===== config.mk =====
export PLATFORM = sky130hd
export DESIGN_NAME = matrix_frame_streamer
export DESIGN_NICKNAME = d
export VERILOG_FILES = /design/src/rtl/matrix_frame_streamer.sv
export SDC_FILE = /design/constraint.sdc
export NUM_CORES = 1
export LEC_CHECK = 0
export CORE_ASPECT_RATIO = 1.5
export CORE_MARGIN = 1
export CORE_UTILIZATION = 47
export DETAILED_ROUTE_END_ITERATION = 6
export GPL_ROUTABILITY_DRIVEN = 0
export PLACE_DENSITY = 0.76
export SYNTH_ARGS = -nofsm -noshare
export SYNTH_HDL_FRONTEND = slang
export SYNTH_SLANG_ARGS = --single-unit

===== constraint.sdc =====
create_clock -name clk -period 2.85 [get_ports clk]
set_clock_uncertainty 0.05 [all_clocks]
set_input_delay 0.7125 -clock clk [delete_from_list [all_inputs] [get_ports clk]]
set_output_delay 0.7125 -clock clk [all_outputs]
set_load 0.02 [all_outputs]

===== src/rtl/matrix_frame_streamer.sv =====
// Snapshots the game state on frame_start and streams the composed LED frame one row per handshake.
// Latency: frame_start -> first row_valid 2 cycles; full frame is ROWS+3 cycles with row_ready high.
// Backpressure: row_data/row_idx/row_valid held until row_ready; optional ball blink via BALL_BLINK_EN.
module matrix_frame_streamer #(
    parameter int COLS       = 16,
    parameter int ROWS       = 12,
    parameter int BRICK_ROWS = 7,
    parameter int BRICK_W    = 2,
    parameter int PLATE_ROW  = 10,
    parameter logic [ROWS*COLS-1:0] GO_PATTERN = {(ROWS*COLS){1'b1}},
    parameter int BLINK_LOG2 = 3
) (
    input  logic                                clk,
    input  logic                                rst,
    input  logic                                frame_start,
    input  logic [COLS-1:0]                     plate_row,
    input  logic [$clog2(ROWS)-1:0]             ball_row,
    input  logic [$clog2(COLS)-1:0]             ball_col,
    input  logic [BRICK_ROWS*COLS/BRICK_W-1:0]  bricks,
    input  logic                                game_over,
    output logic [COLS-1:0]                     row_data,
    output logic [$clog2(ROWS)-1:0]             row_idx,
    output logic                                row_valid,
    input  logic                                row_ready,
    output logic                                busy,
    output logic                                frame_done
);

    localparam int RW  = $clog2(ROWS);
    localparam int CW  = $clog2(COLS);
    localparam int BPR = COLS / BRICK_W;
    localparam int NB  = BRICK_ROWS * BPR;

    typedef enum logic [1:0] {IDLE, LOAD, STREAM, DONE} state_t;

    state_t          state_q;
    state_t          state_d;

    logic [NB-1:0]   bricks_q;
    logic [COLS-1:0] plate_q;
    logic [RW-1:0]   ball_row_q;
    logic [CW-1:0]   ball_col_q;
    logic            go_q;

    logic [RW-1:0]   comp_idx;
    logic [COLS-1:0] comp_row;
    logic            ball_en;
    logic            last_row;
    logic            take_row;

`ifdef BALL_BLINK_EN
    logic [BLINK_LOG2:0] frame_cnt_q;

    // Counts completed frames; its top bit picks the blink phase of the ball.
    always_ff @(posedge clk) begin
        if (rst) begin
            frame_cnt_q <= '0;
        end else if (state_q == DONE) begin
            frame_cnt_q <= frame_cnt_q + 1'b1;
        end
    end

    assign ball_en = ~frame_cnt_q[BLINK_LOG2];
`else
    logic unused_blink;

    assign unused_blink = ^BLINK_LOG2;
    assign ball_en      = 1'b1;
`endif

    assign last_row = (row_idx == RW'(ROWS - 1));
    assign take_row = row_valid && row_ready;

    // Composes the row about to be presented (row 0 in LOAD, row_idx+1 in STREAM) from the snapshot.
    always_comb begin : compose
        int ri;
        int br;
        int bc;
        comp_idx = (state_q == STREAM) ? row_idx + 1'b1 : '0;
        ri       = int'(comp_idx);
        br       = int'(ball_row_q);
        bc       = int'(ball_col_q);
        comp_row = '0;
        if (go_q) begin
            if (ri < ROWS) begin
                comp_row = GO_PATTERN[(ROWS-1-ri)*COLS +: COLS];
            end
        end else begin
            if (ri < BRICK_ROWS) begin
                for (int c = 0; c < COLS; c++) begin
                    comp_row[c] = bricks_q[ri*BPR + c/BRICK_W];
                end
            end
            if (ri == PLATE_ROW) begin
                comp_row = comp_row | plate_q;
            end
            // Out-of-range ball coordinates draw nothing rather than wrapping.
            if (ball_en && (br == ri) && (br < ROWS) && (bc < COLS)) begin
                comp_row[bc] = 1'b1;
            end
        end
    end

    // State register.
    always_ff @(posedge clk) begin
        if (rst) begin
            state_q <= IDLE;
        end else begin
            state_q <= state_d;
        end
    end

    // Next-state logic; busy covers the load and streaming phases only.
    always_comb begin
        state_d = state_q;
        busy    = 1'b0;
        case (state_q)
            IDLE: begin
                if (frame_start) begin
                    state_d = LOAD;
                end
            end
            LOAD: begin
                busy    = 1'b1;
                state_d = STREAM;
            end
            STREAM: begin
                busy = 1'b1;
                if (take_row && last_row) begin
                    state_d = DONE;
                end
            end
            DONE: begin
                state_d = IDLE;
            end
            default: begin
                state_d = IDLE;
            end
        endcase
    end

    // Snapshot capture and registered row outputs.
    always_ff @(posedge clk) begin
        if (rst) begin
            bricks_q   <= '0;
            plate_q    <= '0;
            ball_row_q <= '0;
            ball_col_q <= '0;
            go_q       <= 1'b0;
            row_data   <= '0;
            row_idx    <= '0;
            row_valid  <= 1'b0;
            frame_done <= 1'b0;
        end else begin
            frame_done <= (state_q == DONE);
            case (state_q)
                IDLE: begin
                    if (frame_start) begin
                        bricks_q   <= bricks;
                        plate_q    <= plate_row;
                        ball_row_q <= ball_row;
                        ball_col_q <= ball_col;
                        go_q       <= game_over;
                    end
                end
                LOAD: begin
                    row_data  <= comp_row;
                    row_idx   <= '0;
                    row_valid <= 1'b1;
                end
                STREAM: begin
                    if (take_row) begin
                        if (last_row) begin
                            row_valid <= 1'b0;
                        end else begin
                            row_data <= comp_row;
                            row_idx  <= comp_idx;
                        end
                    end
                end
                default: begin
                end
            endcase
        end
    end

endmodule


==> results of run 1 <==
-- metal layers --
layer | routed length, um | up-vias | GRT usage, %
met5 | 0 | - | 0
met4 | 474 | 0 | 14.5
met3 | 498 | 27 | 3.31
met2 | 6540 | 150 | 43.8
met1 | 4880 | 2110 | 26.1
li1 | - | 2268 | -
-- power breakdown --
part	switching, mW	internal (mW)	leakage [nW]
Clock	0.515	0.703	0.140
Combinational	1.23	0.862	1.20
Sequential	0.224	1.82	0.861
-- worst max path at each step --
stage	to	cells after the start	slack, ps	from
3_3_place_gp	row_data[14]	5	420	row_ready
3_5_place_dp	row_data[1]	9	320	state_q[0]
2_1_floorplan	row_data[15]	10	550	row_idx[0]
5_1_grt	row_data[13]	9	90	state_q[0]
6_report	row_data[1]	9	270	state_q[0]
4_1_cts	row_data[1]	9	310	state_q[0]
-- through the flow --
step,area (sq um),utilization [%],total power [mW],instances,setup slack (ps)
floorplan,4710,-,3.38,619,549
global placement,5850,60.4,4.07,808,418
detailed placement,5850,60.4,4.14,808,321
CTS,6140,63.4,5.35,823,309
global route,6140,63.4,5.64,823,93.9
finish,6140,63.4,5.35,823,269
-- cells by family (layout without fill, tap and decap cells) --
kind of cell / count (synthesis) / in the layout / share of synthesized area [%]
compound gates: 170 / 170 / 21.7
xor+xnor: 4 / 4 / 1.06
fa+ha+maj: 7 / 7 / 1.86
buf+inv: 53 / 142 / 4.57
flops: 105 / 105 / 44.6
mux: 11 / 11 / 2.55
simple gates: 269 / 269 / 23.6
-- state kept, by name (all words and copies together), names as in the netlist --
signal / flops
row_data: 16
frame_done: 1
go_q: 1
bricks_q: 56
ball_row_q: 4
ball_col_q: 4
row_idx: 4
plate_q: 16
state_q: 2
row_valid: 1
-- layout by cell type, fill, tap and decap left out, drive strengths merged, types with 2 or more instances in the layout --
| master | instances |
|---|---|
| a211oi | 5 |
| a21o | 2 |
| a21oi | 94 |
| a221oi | 3 |
| a22oi | 8 |
| a31oi | 19 |
| a41oi | 2 |
| and2 | 10 |
| and3 | 2 |
| buf | 12 |
| clkbuf | 13 |
| clkdlybuf4s50 | 106 |
| dfxtp | 105 |
| ha | 7 |
| inv | 9 |
| mux2 | 8 |
| mux2i | 3 |
| nand2 | 209 |
| nand2b | 3 |
| nand3 | 13 |
| nand4 | 7 |
| nor2 | 14 |
| nor2b | 6 |
| nor3 | 2 |
| o21ai | 19 |
| o22ai | 14 |
| xnor2 | 2 |
| xor2 | 2 |
-- Yosys cell counts, types with 2 or more instances --
library cell / instances / area share, %
nand4_1: 7 / 0.93
nand2_1: 209 / 17
a221oi_1: 3 / 0.56
buf_2: 7 / 0.74
a22oi_1: 8 / 1.3
ha_1: 7 / 1.9
nor2b_1: 6 / 0.80
inv_1: 8 / 0.64
nor2_1: 14 / 1.1
clkbuf_1: 34 / 2.7
o22ai_1: 14 / 1.9
nand3_1: 13 / 1.4
a31oi_2: 2 / 0.53
a31oi_1: 17 / 2.3
mux2i_1: 3 / 0.64
nor3_1: 2 / 0.21
dfxtp_1: 105 / 45
mux2_2: 8 / 1.9
o21ai_0: 19 / 2.0
and2_1: 10 / 1.3
a21o_1: 2 / 0.32
buf_4: 2 / 0.32
a21oi_1: 94 / 10
a211oi_2: 4 / 1.1
nand2b_1: 3 / 0.40
-- worst min-delay path, delay by kind of cell (launching register included) --
| kind | cells | cell delay, ps |
|---|---|---|
| flip-flops | 1 | 310 |
| AND/OR/NAND/NOR | 1 | 50 |
| AO/OA/AOI/OAI | 1 | 50 |
-- cell type report --
type / instances / area share (%)
clock inverters: 2 / 0.632
well taps: 115 / 2.34
inverters: 9 / 0.550
flip-flops and latches: 105 / 34.2
multi-input cells: 461 / 39.1
clock buffers: 13 / 4.07
repair buffers: 118 / 19.1
==> flow_metrics.env, run 1 <==
export IMPL_post_cts_resized=0
export IMPL_worstPathRequired_ps=3070
export IMPL_cts_buffers=9
export IMPL_die_h_um=125
export IMPL_track_usage_pct=24.1
export IMPL_grt_first_pass_wirelength_mm=20.2
export IMPL_synth_area_sq_mm=0.00471
export IMPL_vias_per_cell=5.53
export IMPL_finalCritPeriodShare_pct=90.6
export IMPL_cpMaxStageDelayCell="a31oi_2"
export IMPL_rsz0062_at_grt="no"
export IMPL_core_area_sq_mm=0.00969
export IMPL_cpPeakStageDelay_ps=550
export IMPL_row_count=44
export IMPL_r2r_start="state_q[0]"
export IMPL_die_w_um=83.8
export IMPL_hold_viol_final=0
export IMPL_timing_setup_tns_ps=0
export IMPL_maxCapViolations=0
export IMPL_fin_crit_ps=2580
export IMPL_num_vias=4555
export IMPL_critPathBufInv=1
export IMPL_area_growth_pct=30.3
export IMPL_ant_nets=0
export IMPL_startpoint_type="register"
export IMPL_clk_pin_slew_ps=60
export IMPL_wire_per_inst_um=15.1
export IMPL_crit_type="register to register"
export IMPL_ios=108
export IMPL_seq_area_frac_synth_pct=44.6
export IMPL_die_area_sq_mm=0.0104
export IMPL_p_leak_nw=2.20
export IMPL_grt_remaining_overflow=0
export IMPL_reg2regPathDepth=9
export IMPL_peakVddDrop_v=0.000707
export IMPL_holdPathStages=2
export IMPL_grt_max_degree=90
export IMPL_crit_path_max_fanout=16
export IMPL_fillCellCount=906
export IMPL_root_buffer="clkbuf_16"
export IMPL_synth_edf_count=0
export IMPL_cp_cell_sequence="inv_1 > ha_1 > and2_1 > ha_1 > a21oi_1 > a31oi_1 > a31oi_2 > o21ai_0 > a31oi_1"
export IMPL_synthCells=619
export IMPL_cts_sinks=105
export IMPL_drive_gt1_share_pct=6.64
export IMPL_cts_buffer_depth=2
export IMPL_drc=0
export IMPL_synth_nets=711
export IMPL_wirelength_mm=12.4
export IMPL_regArea_sq_mm=0.00210
export IMPL_worstMarginPinSlew_ps=608
export IMPL_antenna_cells=0
export IMPL_cts_hold_buf=0
export IMPL_cts_max_level=3
export IMPL_clkLatencyLatePin_ps=340
export IMPL_grt_pass1_vias=4458
export IMPL_powerDensity_mw_per_mm2=871
export IMPL_async_reset_ff_share_pct=0
export IMPL_antenna_found_initial=0
export IMPL_whs_endpoint="bricks_q[24]"
export IMPL_fmaxAchievable_mhz=387
export IMPL_slew_viol_final=0
export IMPL_numPortBuffers=107
export IMPL_cts_tree="yes"
export IMPL_postCtsSetupBuffers=0
export IMPL_status="finished, final reports clean"
export IMPL_synth_seq_cells=105
export IMPL_min_delay_start="bricks_q[24]"
export IMPL_drtIter0Drc=226
export IMPL_slew_headroom_pct=59.3
export IMPL_synth_distinct_cells=43
export IMPL_layout_nets=796
export IMPL_yosysWarnings=0
export IMPL_start_util_pct=48.6
export IMPL_hold_class="register to register"
export IMPL_postSynthAreaPerCell_sq_um=7.61
export IMPL_ff2ff_setup_slack_ps=270
export IMPL_crit_arrival_ps=2800
export IMPL_hpwlAfterDp_mm=9.05
export IMPL_r2r_end="row_data[1]"
export IMPL_first_pass_iters=6
export IMPL_end_kind="register"
export IMPL_setup_viol_count_final=0
export IMPL_multiInputGateArea_sq_mm=0.00240
export IMPL_synthFlopType="dfxtp_1"
export IMPL_cp_top_family="compound AO/OA/AOI/OAI gates"
export IMPL_whs_ps=404
Power figures use the tool's default switching activity.
==> run 2, diff against run 1 <==
Settings changed: ABC_AREA set to 1, PLACE_DENSITY 0.76 to 0.75.
==> run 2 against run 1 <==
Compared with the run above: area after synthesis is 5.4% higher; synthesized cell count increased by 19%; core utilization is 0.42 points lower; maximum frequency increased by 1.9%; cell area increased by 4.5%; total power rose by 9.6%; critical path depth increased by 2; die area is 5.3% higher; hold slack barely moved; critical endpoint is now row_data[14]; largest power group unchanged.
==> flow_metrics.env, run 2 <==
export IMPL_die_h_um=128
export IMPL_end_kind="register"
export IMPL_postLayoutCoreUtil_pct=63.0
export IMPL_cts_tree="yes"
export IMPL_wire_per_inst_um=12.8
export IMPL_clk_pin_slew_ps=70
export IMPL_root_buffer="clkbuf_16"
export IMPL_startpoint_type="register"
export IMPL_cts_buffer_depth=2
export IMPL_rsz0062_at_grt="no"
export IMPL_num_vias=4907
export IMPL_start_util_pct=48.7
export IMPL_die_w_um=85.9
export IMPL_fmaxAchievable_mhz=395
export IMPL_cts_hold_buf=0
export IMPL_status="finished, final reports clean"
export IMPL_area_growth_pct=29.2
export IMPL_cts_sinks=105
export IMPL_r2r_start="row_idx[0]"
export IMPL_first_pass_iters=7
export IMPL_crit_type="register to register"
export IMPL_drc=0
export IMPL_grt_max_degree=103
export IMPL_fin_ws_ps=318
export IMPL_cts_max_level=3
export IMPL_synth_seq_cells=105
export IMPL_setup_viol_count_final=0
export IMPL_dp_cells=949
export IMPL_crit_path_max_fanout=16
export IMPL_async_reset_ff_share_pct=0
export IMPL_vias_per_cell=5.08
export IMPL_ios=108
export IMPL_timing_setup_tns_ps=0
export IMPL_grt_pass1_vias=4521
export IMPL_hold_class="register to register"
export IMPL_maxCapViolations=0
export IMPL_cts_buffers=9
export IMPL_post_cts_resized=0
export IMPL_fillCellCount=924
export IMPL_seq_area_frac_synth_pct=42.3
export IMPL_wirelength_mm=12.4
export IMPL_track_usage_pct=23.5
export IMPL_worstMarginPinSlew_ps=671
export IMPL_wl_met3_um=563
export IMPL_grt_remaining_overflow=0
export IMPL_synthFlopType="dfxtp_1"
export IMPL_yosys_top_cells_area="dfxtp_1, nor2_1, o21ai_0, nand2_1, a21oi_1"
export IMPL_synth_most_common_cell="nor2_1"
export IMPL_drtIter0Drc=281
export IMPL_final_common_cell="nor2_1"
export IMPL_p_leak_nw=2.65
export IMPL_pre_cts_slack_ps=324
export IMPL_dr_max_layer_used="met4"
export IMPL_clkLatencyLatePin_ps=350
export IMPL_wl_met2_mm=6.20
export IMPL_top_register="bricks_q"
export IMPL_synthTopCellsByCount="nor2_1, nand2_1, dfxtp_1, o21ai_0, a21oi_1"
export IMPL_yosysWarnings=0
export IMPL_wl_met1_mm=5.14
export IMPL_antenna_cells=0
export IMPL_powerDensity_mw_per_mm2=914
export IMPL_netlist_area_leader_share_pct=42.3
export IMPL_fin_crit_ps=2530
export IMPL_peakVddDrop_v=0.000418
export IMPL_die_area_sq_mm=0.0110
export IMPL_synth_edf_count=0
export IMPL_antenna_found_initial=0
export IMPL_layout_nets=911
export IMPL_ant_nets=0
export IMPL_postCtsSetupBuffers=0
export IMPL_hpwlAfterDp_mm=8.94
export IMPL_whs_ps=404
export IMPL_hold_viol_final=0
export IMPL_largest_reg_flops=56
export IMPL_drive_gt1_share_pct=6.19
export IMPL_synth_distinct_cells=26
export IMPL_min_delay_start="bricks_q[39]"
export IMPL_core_area_sq_mm=0.0102
export IMPL_row_count=45
export IMPL_finalCritPeriodShare_pct=88.9
export IMPL_postSynthAreaPerCell_sq_um=6.77
export IMPL_top_regs="bricks_q (56), plate_q (16), row_data (16)"
export IMPL_grt_first_pass_wirelength_mm=20.3
export IMPL_synth_area_sq_mm=0.00497
export IMPL_slew_headroom_pct=55.1
export IMPL_final_cells=965
export IMPL_synthCells=734
export IMPL_yosys_area_top_type="dfxtp_1"
export IMPL_crit_arrival_ps=2710
export IMPL_crit_start="row_idx[0]"
export IMPL_slew_viol_final=0
export IMPL_worstPathRequired_ps=3030
export IMPL_final_cell_mix="nor2_1, nand2_1, clkdlybuf4s50_1, o21ai_0, dfxtp_1"
export IMPL_synth_nets=826
export IMPL_numPortBuffers=107
-- run 2: cells by family (layout without fill, tap and decap cells) --
kind of cell / after synthesis / in the layout / share of synthesized area, %
AOI/OAI and AO/OA: 182 / 182 / 19.2
adders and majority gates: 7 / 7 / 1.76
buffers and inverters: 94 / 184 / 7.94
DFF: 105 / 105 / 42.3
and+or+nand+nor: 346 / 346 / 28.8
-- run 2: cell type report --
cell class,instances,area (sq um),area share [%]
timing repair buffer,116,1180,18.3
sequential,105,2100,32.8
inverter,52,198,3.08
clock buffer,14,254,3.96
tap,141,176,2.75
clock inverter,2,37.5,0.585
multi-input combinational,535,2470,38.5
-- run 2: routing by layer --
| metal | global-route usage (%) | up-vias |
|---|---|---|
| li1 | - | 2530 |
| met5 | 0 | - |
| met1 | 27.7 | 2195 |
| met2 | 39.7 | 144 |
| met4 | 12.7 | 0 |
| met3 | 4.51 | 38 |
-- run 2: worst max-delay path, cell delays in order, from the launching register on --
cell,delay [ps]
dfxtp_1,590
ha_1,270
nor2_1,80
nor2_4,300
inv_2,140
ha_1,230
nand2_2,260
nor2_1,70
a21oi_1,200
nand2_1,80
nand2_1,80
a21oi_2,60
-- run 2: path summary, 6_finish.rpt --
path              cells after the start            to  slack (ps)
setup / recovery                     11  row_data[14]         320
hold / removal                        2  bricks_q[39]         400
setup reg to reg                     11  row_data[14]         320
hold reg to reg                       2  bricks_q[39]         400
-- run 2: stage by stage --
stage | instance area (sq um) | power, mW
6_report | 6420 | 5.86
4_1_cts | 6420 | 5.87
2_1_floorplan | 4970 | 3.88
5_1_grt | 6420 | 6.28
3_5_place_dp | 6120 | 4.64
3_3_place_gp | 6120 | 4.57
-- run 2: where the power goes --
part / leakage (nW) / internal, mW / switching (mW)
Combinational: 1.64 / 0.932 / 1.58
Sequential: 0.869 / 1.89 / 0.226
Clock: 0.137 / 0.707 / 0.525
==> RTL edit 1, RTL diff (settings of run 2) <==
Set the parameter `BRICK_W` to 4 (it was 2).
--- a/src/rtl/matrix_frame_streamer.sv
+++ b/src/rtl/matrix_frame_streamer.sv
@@ -5,7 +5,7 @@
     parameter int COLS       = 16,
     parameter int ROWS       = 12,
     parameter int BRICK_ROWS = 7,
-    parameter int BRICK_W    = 2,
+    parameter int BRICK_W    = 4,
     parameter int PLATE_ROW  = 10,
     parameter logic [ROWS*COLS-1:0] GO_PATTERN = {(ROWS*COLS){1'b1}},
     parameter int BLINK_LOG2 = 3
Interface: changed (resized bricks); port bits go from 108 to 80. The function was not compared with the original's and may differ.
==> RTL edit 1 against run 2 <==
- synthesized area is 23% lower
- critical endpoint is now row_data[5]
- first-iteration DRC count is 12% lower
- setup slack better by 39 ps
- total power shrank 17%
- wire length shrank 22%
- critical path depth increased by 2
- critical path type unchanged
- design area is 23% lower
- highest routed layer unchanged
- sequential cell count decreased by 28
==> RTL edit 1: results (changes against run 2) <==
run_status:
  status: "finished clean"
cells_and_area:
  largestRegisters: "bricks_q (28), plate_q (16), row_data (16)"
  fill_cells: 699  # -24%
  nets: 688  # -24%
  drive_above_1_share_pct: 7.81  # +1.6 points
worst_setup_path:
  rr_startpoint: "state_q[0]"
  critical_path.max_stage_delay_ps: 340  # -250 ps
  critPathMaxFanout: 12  # -4
  r2r_setup_slack_ps: 360  # +40 ps
clock_tree:
  clk_latency_ps: 330  # -20 ps
detailed_routing:
  drtIter0Drc: 248  # -12%
  routed-wl-met3_um: 268  # -52%
  drt_wl_total_um: 9630  # -22%
  met2_length_um: 5040  # -19%
  drt_pre_antenna_iters: 4  # -3
  met1_length_um: 3850  # -25%
global_route:
  grt_max_degree: 84  # -18%
  grt_pass1_vias: 3448  # -24%
  grt_usage_pct: 23.8  # +0.37 points
  grt_pass1_wl_um: 15400  # -24%
placement:
  numPortBuffers: 79  # -26%
  dp_hpwl_um: 7180  # -20%
yosys:
  yosysSeqAreaShare_pct: 40.4  # -1.9 points
  synthTopCellsByCount: "nand2_1 (100), nor2_1 (95), dfxtp_1 (77)"
  synth_cell_types: 27  # +3.8%
  syn-num-nets: 620  # -25%
  synth_area_leaders: "dfxtp_1 (40%), o21ai_0 (10%), nand2_1 (9.8%)"
sta:
  tightest_slew_ps: 659  # -11.8 ps
floorplanning:
  coreArea_mm2: 0.00776  # -24%
[RTL edit 1: cell count changes after synthesis, sizes merged, moves of 10 or more]
cell and change:
dfxtp -28, nor3 -13, nand4 +16, nor2 -74, o21ai -28, a21oi -10
nand2 -22, nand3 -13
[RTL edit 1: per-stage QoR]
stage | area [um2] | hold WS (ps) | utilization, % | cells | worst slack [ps]
2_1_floorplan | 3810 | 380 | - | 554 | 576
5_1_grt | 4970 | 428 | 64.1 | 729 | 189
6_report | 4970 | 405 | 64.1 | 729 | 357
3_3_place_gp | 4660 | 394 | 60.1 | 713 | 448
4_1_cts | 4970 | 410 | 64.1 | 729 | 363
3_5_place_dp | 4660 | 402 | 60.1 | 713 | 378
[RTL edit 1: worst reg2reg max path, stage by stage (launching register included)]
cell     delay (ps)
dfxtp_1         340
inv_1           100
ha_1            290
nand2_1         130
nor2_4          260
inv_1           170
ha_1            260
nand2_1         120
buf_4           180
nor2_1           50
a21oi_1         190
nand2_1          90
nand2_1          80
a21oi_2          60
[RTL edit 1: area by class of cell]
type	count	area, um2	share of cell area, %
Clock buffer	11	253	5.08
Clock inverter	5	58.8	1.18
Inverter	53	199	4.00
Multi-Input combinational cell	395	1940	38.9
Sequential cell	77	1540	31.0
Tap cell	102	128	2.57
Timing Repair Buffer	86	856	17.2
[RTL edit 1: where the power goes]
part / switching [mW] / leakage (nW) / internal [mW]
registers: 0.181 / 0.636 / 1.41
logic: 1.31 / 1.27 / 0.774
clock network: 0.441 / 0.148 / 0.725
[RTL edit 1: path summary, 6_finish.rpt]
check	to	cells past startpoint
max reg2reg	row_data[5]	13
max	row_data[5]	13
min reg2reg	plate_q[2]	2
min	plate_q[2]	2
[RTL edit 1: metal layers]
| layer | GRT usage, % | vias to the layer above |
|---|---|---|
| met2 | 40.9 | 95 |
| met5 | 0 | - |
| met4 | 14.2 | 0 |
| met1 | 26.3 | 1696 |
| met3 | 4.40 | 31 |
| li1 | - | 1932 |
[RTL edit 1: kinds of logic (layout without fill, tap and decap cells)]
group                    count (synthesis)  after routing  share of synthesized area [%]
AND/OR/NAND/NOR                        241            241                           27.2
AO/OA/AOI/OAI                          145            145                           20.6
buffers and inverters                   82            155                           8.83
flip-flops                              77             77                           40.4
adder cells (fa/ha/maj)                  9              9                           2.95
==> RTL edit 2, RTL diff (flow settings as in run 2) <==
Without the edit above. Encoding of `state_t`: now one-hot (4 bits for 4 states).
--- a/src/rtl/matrix_frame_streamer.sv
+++ b/src/rtl/matrix_frame_streamer.sv
@@ -31,7 +31,7 @@
     localparam int BPR = COLS / BRICK_W;
     localparam int NB  = BRICK_ROWS * BPR;
 
-    typedef enum logic [1:0] {IDLE, LOAD, STREAM, DONE} state_t;
+    typedef enum logic [3:0] {IDLE = 4'b0001, LOAD = 4'b0010, STREAM = 4'b0100, DONE = 4'b1000} state_t;
 
     state_t          state_q;
     state_t          state_d;
Behaviour: no difference found for any inputs over 4 cycles, from zero or initial values and one cycle with rst high; so few cycles prove little.
==> RTL edit 2 against run 2 <==
- the flow now finishes with violations (DRC)
- synthesized cell count fell by 1.2%
- wire length rose by 7.9%
- core utilization rose by 0.57 points
- first-iteration DRC count rose by 12%
- design area rose by 1.5%
- setup slack got worse by 140 ps
- synthesized area rose by 1.1%
- sequential cell count rose by 2
- count of clock-buffer cells in the layout fell by 4
Power is not compared: it rests on default switching activity, and its combinational part moved more than twofold at a synthesized area within 25%.
==> RTL edit 2: results (changes against run 2) <==
run_status:
  status: "complete, but fails checks"
  violations: "DRC"
worst_setup_path:
  critPathMaxFanout: 4  # -12
  crit_path_start: "state_q[2]"
  r2r-end: "row_data[3]"
  crit_path_end: "busy"
  arrival_ps: 1910  # -800 ps
sta:
  maxSlewHeadroom_pct: 57.2  # +2.1 points
placement:
  dpl_cell_area_mm2: 0.00619  # +1.1%
  dp_hpwl_um: 9660  # +8.1%
yosys:
  synthTopCellsByCount: "a21oi_1 (113), dfxtp_1 (107), nand2_1 (102)"
  synth-compound-area-share_pct: 21.9  # +2.7 points
  synth_cell_types: 32  # +23%
  syn-num-nets: 813  # -1.6%
global_route:
  grt_usage_pct: 24.6  # +1.1 points
  grt_pass1_wl_um: 21500  # +5.8%
  grt_pass1_vias: 4658  # +3.0%
detailed_routing:
  num_vias: 4953  # +0.94%
  route.detailed.drc: 4  # +4
  drt_wl_total_um: 13400  # +7.9%
  drtIter0Drc: 316  # +12%
min_path:
  min_from: "bricks_q[16]"
  holdPathEnd: "bricks_q[16]"
cells_and_area:
  drive_above_1_share_pct: 6.16  # -0.032 points
  nets: 895  # -1.8%
  fin_cells: 953  # -1.2%
-- RTL edit 2: what timing repair did --
| action | in CTS | in global routing |
|---|---|---|
| setup buffers | 0 | 1 |
| setup endpoints to repair | 0 | 1 |
| resized for setup | 0 | 1 |
-- RTL edit 2: critical path: stages (launching register included) --
cell and delay [ps]:
dfxtp_1 350, nor2_2 240, nand3_1 200, nand2_1 160
clkdlybuf4s50_1 620
-- RTL edit 2: cell type report --
type                            count  area (um2)
Timing Repair Buffer              116        1190
Fill cell                         960        3740
Clock inverter                      6        71.3
Sequential cell                   107        2140
Tap cell                          141         176
Multi-Input combinational cell    473        2320
Inverter                          100         375
Clock buffer                       10         239
-- RTL edit 2: routing by layer --
metal / track usage (%) / vias to the layer above / routed length (um)
li1: - / 2523 / -
met1: 28.0 / 2240 / 5300
met2: 45.1 / 167 / 7130
met3: 3.46 / 23 / 629
met4: 10.6 / 0 / 292
met5: 0 / - / 0
